File: config.mk
export PLATFORM = sky130hd
export DESIGN_NAME = multicycle_ctrl_flat
export DESIGN_NICKNAME = d
export VERILOG_FILES = /design/src/rtl/multicycle_ctrl_pkg.sv /design/src/rtl/multicycle_ctrl_if.sv /design/src/rtl/multicycle_ctrl_alu_decoder.sv /design/src/rtl/multicycle_ctrl.sv /design/src/flat_wrapper.sv
export SDC_FILE = /design/constraint.sdc
export NUM_CORES = 1
export LEC_CHECK = 0
export CORE_MARGIN = 1.5
export CORE_UTILIZATION = 38
export DETAILED_ROUTE_END_ITERATION = 8
export PLACE_DENSITY = 0.72
export SYNTH_ARGS = -nofsm -noshare
export SYNTH_HDL_FRONTEND = slang
export SYNTH_SLANG_ARGS = --single-unit
File: constraint.sdc
create_clock -name clk -period 4.74 [get_ports clk]
set_clock_uncertainty 0.2 [all_clocks]
set_input_delay 0.948 -clock clk [delete_from_list [all_inputs] [get_ports clk]]
set_output_delay 0.948 -clock clk [all_outputs]
set_load 0.1 [all_outputs]
File: src/rtl/multicycle_ctrl_pkg.sv
// Shared types and encodings for the multicycle control unit and its ALU decoder.
package ctrl_pkg;

    typedef enum logic [2:0] {
        ST_FETCH  = 3'd0,
        ST_DECODE = 3'd1,
        ST_EXEC   = 3'd2,
        ST_MEM    = 3'd3,
        ST_WB     = 3'd4,
        ST_TRAP   = 3'd5
    } state_t;

    typedef enum logic [3:0] {
        ALU_ADD  = 4'b0000,
        ALU_SUB  = 4'b0001,
        ALU_AND  = 4'b0010,
        ALU_OR   = 4'b0011,
        ALU_XOR  = 4'b0100,
        ALU_SLL  = 4'b0101,
        ALU_SRL  = 4'b0110,
        ALU_SRA  = 4'b0111,
        ALU_SLT  = 4'b1000,
        ALU_SLTU = 4'b1001
    } alu_op_t;

    localparam logic [6:0] OP_R      = 7'b0110011;
    localparam logic [6:0] OP_IALU   = 7'b0010011;
    localparam logic [6:0] OP_LOAD   = 7'b0000011;
    localparam logic [6:0] OP_STORE  = 7'b0100011;
    localparam logic [6:0] OP_BRANCH = 7'b1100011;

    localparam logic [2:0] F3_ADD_SUB = 3'b000;
    localparam logic [2:0] F3_SLL     = 3'b001;
    localparam logic [2:0] F3_SLT     = 3'b010;
    localparam logic [2:0] F3_SLTU    = 3'b011;
    localparam logic [2:0] F3_XOR     = 3'b100;
    localparam logic [2:0] F3_SRL_SRA = 3'b101;
    localparam logic [2:0] F3_OR      = 3'b110;
    localparam logic [2:0] F3_AND     = 3'b111;
    localparam logic [2:0] F3_LW      = 3'b010;
    localparam logic [2:0] F3_SW      = 3'b010;
    localparam logic [2:0] F3_BEQ     = 3'b000;
    localparam logic [2:0] F3_BNE     = 3'b001;

    function automatic logic [6:0] opcode_of(input logic [31:0] instr);
        return instr[6:0];
    endfunction

endpackage

File: src/rtl/multicycle_ctrl_if.sv
// Control-unit side of the datapath: IR/flag inputs and the control strobes it drives.
interface multicycle_ctrl_if;
    import ctrl_pkg::*;

    logic [31:0] instr;
    logic        zero;
    logic        mem_ready;
    logic        pc_write;
    logic        ir_write;
    logic        reg_write;
    logic        alu_src;
    logic        mem_to_reg;
    logic        mem_read;
    logic        mem_write;
    logic        branch;
    alu_op_t     alu_op;

    modport master (
        input  instr, zero, mem_ready,
        output pc_write, ir_write, reg_write, alu_src, mem_to_reg,
               mem_read, mem_write, branch, alu_op
    );

    modport slave (
        output instr, zero, mem_ready,
        input  pc_write, ir_write, reg_write, alu_src, mem_to_reg,
               mem_read, mem_write, branch, alu_op
    );
endinterface

File: src/rtl/multicycle_ctrl_alu_decoder.sv
// Combinational opcode/funct3/funct7[5] to ALU function map; also used by the ALU bench.
module alu_decoder
    import ctrl_pkg::*;
(
    input  logic [6:0] opcode,
    input  logic [2:0] funct3,
    input  logic       funct7_5,
    output alu_op_t    alu_op
);

    always_comb begin
        alu_op = ALU_ADD;
        case (opcode)
            OP_R, OP_IALU: begin
                case (funct3)
                    // Only register-register ops have a SUB form; ADDI ignores bit 30.
                    F3_ADD_SUB: alu_op = (opcode == OP_R && funct7_5) ? ALU_SUB : ALU_ADD;
                    F3_SLL:     alu_op = ALU_SLL;
                    F3_SLT:     alu_op = ALU_SLT;
                    F3_SLTU:    alu_op = ALU_SLTU;
                    F3_XOR:     alu_op = ALU_XOR;
                    F3_SRL_SRA: alu_op = funct7_5 ? ALU_SRA : ALU_SRL;
                    F3_OR:      alu_op = ALU_OR;
                    F3_AND:     alu_op = ALU_AND;
                endcase
            end
            OP_BRANCH: alu_op = ALU_SUB;
            default:   alu_op = ALU_ADD;
        endcase
    end

endmodule

File: src/rtl/multicycle_ctrl.sv
// Multi-cycle RV32I-subset control FSM. Define MULTICYCLE_CTRL_BRANCH_EN to support BEQ/BNE;
// otherwise branch opcodes trap and the branch strobe is tied low.
module multicycle_ctrl
    import ctrl_pkg::*;
#(
    parameter int RETIRE_W = 32
) (
    input  logic                clk,
    input  logic                reset,
    multicycle_ctrl_if.master   ctrl,
    output logic                illegal,
    output logic [2:0]          state_o,
    output logic [RETIRE_W-1:0] retired
);

    state_t              state_reg, state_next;
    logic [RETIRE_W-1:0] retired_reg;
    logic                retire;

    logic [6:0] opcode;
    logic [2:0] funct3;
    alu_op_t    dec_op;
    logic       is_lw, is_sw, is_br, br_taken, is_legal;

    assign opcode = opcode_of(ctrl.instr);
    assign funct3 = ctrl.instr[14:12];
    assign is_lw  = (opcode == OP_LOAD)  && (funct3 == F3_LW);
    assign is_sw  = (opcode == OP_STORE) && (funct3 == F3_SW);

`ifdef MULTICYCLE_CTRL_BRANCH_EN
    assign is_br    = (opcode == OP_BRANCH) && ((funct3 == F3_BEQ) || (funct3 == F3_BNE));
    assign br_taken = ((funct3 == F3_BEQ) && ctrl.zero) || ((funct3 == F3_BNE) && !ctrl.zero);
    assign ctrl.branch = !reset && (state_reg == ST_EXEC) && is_br;
`else
    assign is_br       = 1'b0;
    assign br_taken    = 1'b0;
    assign ctrl.branch = 1'b0;
`endif

    assign is_legal = (opcode == OP_R) || (opcode == OP_IALU) || is_lw || is_sw || is_br;

    alu_decoder u_alu_decoder (
        .opcode   (opcode),
        .funct3   (funct3),
        .funct7_5 (ctrl.instr[30]),
        .alu_op   (dec_op)
    );

    always_ff @(posedge clk or posedge reset) begin
        if (reset) begin
            state_reg   <= ST_FETCH;
            retired_reg <= '0;
        end else begin
            state_reg <= state_next;
            if (retire) begin
                retired_reg <= retired_reg + RETIRE_W'(1);
            end
        end
    end

    always_comb begin
        state_next      = state_reg;
        retire          = 1'b0;
        ctrl.pc_write   = 1'b0;
        ctrl.ir_write   = 1'b0;
        ctrl.reg_write  = 1'b0;
        ctrl.alu_src    = 1'b0;
        ctrl.mem_to_reg = 1'b0;
        ctrl.mem_read   = 1'b0;
        ctrl.mem_write  = 1'b0;
        ctrl.alu_op     = ALU_ADD;

        case (state_reg)
            ST_FETCH: begin
                ctrl.mem_read = 1'b1;
                if (ctrl.mem_ready) begin
                    ctrl.ir_write = 1'b1;
                    ctrl.pc_write = 1'b1;
                    state_next    = ST_DECODE;
                end
            end
            ST_DECODE: begin
                state_next = is_legal ? ST_EXEC : ST_TRAP;
            end
            ST_EXEC: begin
                ctrl.alu_op = dec_op;
                if (opcode == OP_R) begin
                    state_next = ST_WB;
                end else if (is_br) begin
                    ctrl.pc_write = br_taken;
                    state_next    = ST_FETCH;
                    retire        = 1'b1;
                end else if (opcode == OP_IALU) begin
                    ctrl.alu_src = 1'b1;
                    state_next   = ST_WB;
                end else begin
                    // Only LW/SW reach here: address = rs1 + imm.
                    ctrl.alu_src = 1'b1;
                    state_next   = ST_MEM;
                end
            end
            ST_MEM: begin
                if (is_lw) begin
                    ctrl.mem_read = 1'b1;
                    if (ctrl.mem_ready) begin
                        state_next = ST_WB;
                    end
                end else begin
                    ctrl.mem_write = 1'b1;
                    if (ctrl.mem_ready) begin
                        state_next = ST_FETCH;
                        retire     = 1'b1;
                    end
                end
            end
            ST_WB: begin
                ctrl.reg_write  = 1'b1;
                ctrl.mem_to_reg = is_lw;
                state_next      = ST_FETCH;
                retire          = 1'b1;
            end
            ST_TRAP: begin
                state_next = ST_TRAP;
            end
            default: begin
                state_next = ST_FETCH;
            end
        endcase

        // Strobes are combinational, so they must be forced quiet while reset is held.
        if (reset) begin
            retire          = 1'b0;
            ctrl.pc_write   = 1'b0;
            ctrl.ir_write   = 1'b0;
            ctrl.reg_write  = 1'b0;
            ctrl.alu_src    = 1'b0;
            ctrl.mem_to_reg = 1'b0;
            ctrl.mem_read   = 1'b0;
            ctrl.mem_write  = 1'b0;
            ctrl.alu_op     = ALU_ADD;
        end
    end

    assign illegal = !reset && (state_reg == ST_TRAP);
    assign state_o = state_reg;
    assign retired = retired_reg;

endmodule

File: src/flat_wrapper.sv
// flat-port wrapper written by rule: the top's interface ports become plain ports
module multicycle_ctrl_flat import ctrl_pkg::*;
#(
    parameter int RETIRE_W = 32
)
  (clk, reset, illegal, state_o, retired, ctrl_instr, ctrl_zero, ctrl_mem_ready, ctrl_pc_write, ctrl_ir_write, ctrl_reg_write, ctrl_alu_src, ctrl_mem_to_reg, ctrl_mem_read, ctrl_mem_write, ctrl_branch, ctrl_alu_op);
  multicycle_ctrl_if ctrl_i ();
  input  logic clk;
  input  logic reset;
  output logic illegal;
  output logic [2:0] state_o;
  output logic [RETIRE_W-1:0] retired;
  input wire logic [$bits(ctrl_i.instr)-1:0] ctrl_instr;
  input wire logic [$bits(ctrl_i.zero)-1:0] ctrl_zero;
  input wire logic [$bits(ctrl_i.mem_ready)-1:0] ctrl_mem_ready;
  output wire logic [$bits(ctrl_i.pc_write)-1:0] ctrl_pc_write;
  output wire logic [$bits(ctrl_i.ir_write)-1:0] ctrl_ir_write;
  output wire logic [$bits(ctrl_i.reg_write)-1:0] ctrl_reg_write;
  output wire logic [$bits(ctrl_i.alu_src)-1:0] ctrl_alu_src;
  output wire logic [$bits(ctrl_i.mem_to_reg)-1:0] ctrl_mem_to_reg;
  output wire logic [$bits(ctrl_i.mem_read)-1:0] ctrl_mem_read;
  output wire logic [$bits(ctrl_i.mem_write)-1:0] ctrl_mem_write;
  output wire logic [$bits(ctrl_i.branch)-1:0] ctrl_branch;
  output wire logic [$bits(ctrl_i.alu_op)-1:0] ctrl_alu_op;
  assign ctrl_i.instr = ctrl_instr;
  assign ctrl_i.zero = ctrl_zero;
  assign ctrl_i.mem_ready = ctrl_mem_ready;
  assign ctrl_pc_write = ctrl_i.pc_write;
  assign ctrl_ir_write = ctrl_i.ir_write;
  assign ctrl_reg_write = ctrl_i.reg_write;
  assign ctrl_alu_src = ctrl_i.alu_src;
  assign ctrl_mem_to_reg = ctrl_i.mem_to_reg;
  assign ctrl_mem_read = ctrl_i.mem_read;
  assign ctrl_mem_write = ctrl_i.mem_write;
  assign ctrl_branch = ctrl_i.branch;
  assign ctrl_alu_op = ctrl_i.alu_op;
  multicycle_ctrl #(.RETIRE_W(RETIRE_W)) u_core (.clk(clk), .reset(reset), .ctrl(ctrl_i), .illegal(illegal), .state_o(state_o), .retired(retired));
endmodule
==> metrics.txt <==
status complete, no violations; complex-gate fraction of the synthesized area ~6.6%; Slew Viols, Final 0; Post-synth EDFFs 0; post_cts resized 0; first-pass GRT wire length ~8300 µm; Mapped Nets between 200 and 250; P&R area growth vs syn 34.1%; sequential-to-total area share from yosys stat 41.9%; share of cells above drive strength 1 16.0%; CTS buffer count 5; reg2reg start u_core.state_o[1]; Port-buffer cells 60; largest net degree at the start of global routing 36; gate count after technology mapping slightly above 200; Hold Startpoint u_core.retired[31]; CTS tree done; HP Class flop to flop; clk_lat worst skew around 0.28 ns; grt ovf 0; Max clock buf depth 2; Synth area leaders dfrtp_1, xor2_1, nor2_1, nand3_1, xnor2_1; H-tree Lvls 2; worst relative slew slack 33.1%; Critical Path AT approximately 2.7 ns; vias in the first global route around 1700; dpl cell area around 2700 µm²; multiplexer share of the synthesized area less than 1%; Core ar. roughly 5200 µm²; TritonCTS Sinks 35; CTS root buf clkbuf_8; pwr/cell area 400 nW/µm²; clock slew at reported path FFs approximately 0.070 ns; worst slew pin tran around 1.0 ns; Adder-Cell Fraction of Synth Area less than 1%; Synth top area share approximately two fifths; Final nets around 300; Crit. Startpoint ctrl_instr[14]; critical path endpoint category output pin; max reg flops 32; I/O pin count 84; Min Clock Period, post-route around 3.8 ns; Pleak approximately 1.2 nW; CP Launch Type input port; hold buffer count at CTS 0; DP HPWL between 3000 and 4000 µm; worst-path maximum fanout 7; Top FF cell, synth dfrtp_1; GPL Wtd Cong 0.808; die area slightly below 6000 µm²; Total GRT Usage 17.1%; Routed Antenna Nets 0; Synth Area in XOR/XNOR 13.0%; most common cell after layout, fill and taps aside clkdlybuf4s50_1; final core occ a little over half; starting density of the core roughly two fifths; RSZ-0062 raised after global routing false; Fmax achieved approximately 0.26 GHz; Pwr Total approximately 0.0011 W; vias ~1800; FFs w/ async S/R, synth 100%; WL/cell approximately 14 µm; Setup Fix Bufs, Post-CTS 0; Min Hold Slack 0.270 ns; fin crit share 80.9%; Iter 0 DRT Violations 66; n_diodes 0; antenna violations before repair 0; Die Y 77.2 µm; final WL roughly 4800 µm; CP Class input port to output pin; final setup vio count 0; simple-gate portion of the synthesized area around 33%; DRC 0; VDD IR max approximately 0.49 mV; number of distinct library cells after synthesis 48; worst endpoint required time roughly 3.6 ns; Cell Area, Synth around 2100 µm²; combinational family with the most area after synthesis simple AND/OR/NAND/NOR gates; fin area roughly 2800 µm²; max-cap violations 0; Ys Warns 0; most frequent cells in the layout clkdlybuf4s50_1, dfrtp_1, xor2_1; vias per cell 5.23; router iterations before antenna repair 4; #FFs+latches synth 35; final hold vios 0; syn avg cell area about 10 µm²; row cnt 26; cell accounting for the most synthesized area dfrtp_1; die width 77.2 µm; final setup TNS 0 ns
## layout make-up
type | instances | area (µm²)
fillers | 483 | 2400
multi-input cells | 158 | 1140
flip-flops and latches | 35 | 876
repair buffers | 61 | 591
well taps | 70 | 87.6
clock buffers | 7 | 76.3
inverters | 6 | 22.5
clock inverters | 1 | 5.00
## layer usage
metal | wire (µm) | part of all wire, % | global-route usage [%]
met3 | 228 | 4.8 | 3.57
met1 | 2270 | 47 | 23.5
met5 | 0 | 0 | 0
met2 | 2260 | 47 | 27.0
met4 | 28 | 0.58 | 5.27
## cell usage after synthesis, types with 2 or more instances
master / count
dfrtp_1: 35
xor2_1: 25
nor2_1: 21
nand3_1: 15
nand2_1: 12
nor3_1: 7
o21ai_0: 7
inv_1: 6
nand4_1: 6
xnor2_1: 6
nand2b_1: 5
and3_1: 4
nor3_2: 4
nor4_1: 4
buf_4: 3
nor3b_2: 3
nor4b_2: 3
a21oi_1: 2
a31oi_1: 2
and2_1: 2
buf_6: 2
clkbuf_1: 2
nand3b_1: 2
nand4_2: 2
nand4bb_1: 2
nor3b_1: 2
nor4_2: 2
## stage by stage
step,std cells,setup WS [ns]
2_1_floorplan,207,-0.301
6_report,338,0.907
3_5_place_dp,330,0.912
4_1_cts,338,0.908
3_3_place_gp,330,0.923
5_1_grt,338,0.715
## cells by family after synthesis
group,count (synthesis)
muxes,1
buffers and inverters,14
and+or+nand+nor,105
other,1
adders and majority gates,1
xor gates and xnor gates,31
AOI/OAI and AO/OA,19
DFF,35
## path summary, 6_finish.rpt
kind	end	slack [ns]	depth (start not counted)
worst max-delay path	ctrl_mem_read	0.91	7
worst min-delay path	u_core.retired[31]	0.27	1
worst max register to register	u_core.retired[1]	2.45	4
worst min register to register	u_core.retired[31]	0.27	1
max in group asynchronous	u_core.retired[13]	2.94	3
min in group asynchronous	u_core.retired[2]	1.08	3
## worst max-delay path: stages
cell	delay (ns)
clkdlybuf4s50_1	0.55
nor3b_2	0.29
and2_1	0.21
nand4_1	0.11
o21a_1	0.13
nor3_1	0.13
buf_4	0.32
## power by group
part,leakage (nW),internal (W),switching (W),total [W]
Clock,0.0422,0.000103,0.000101,0.000204
Combinational,0.709,0.000135,0.000394,0.000529
Sequential,0.478,0.000326,0.0000613,0.000388
Power figures use the tool's default switching activity.
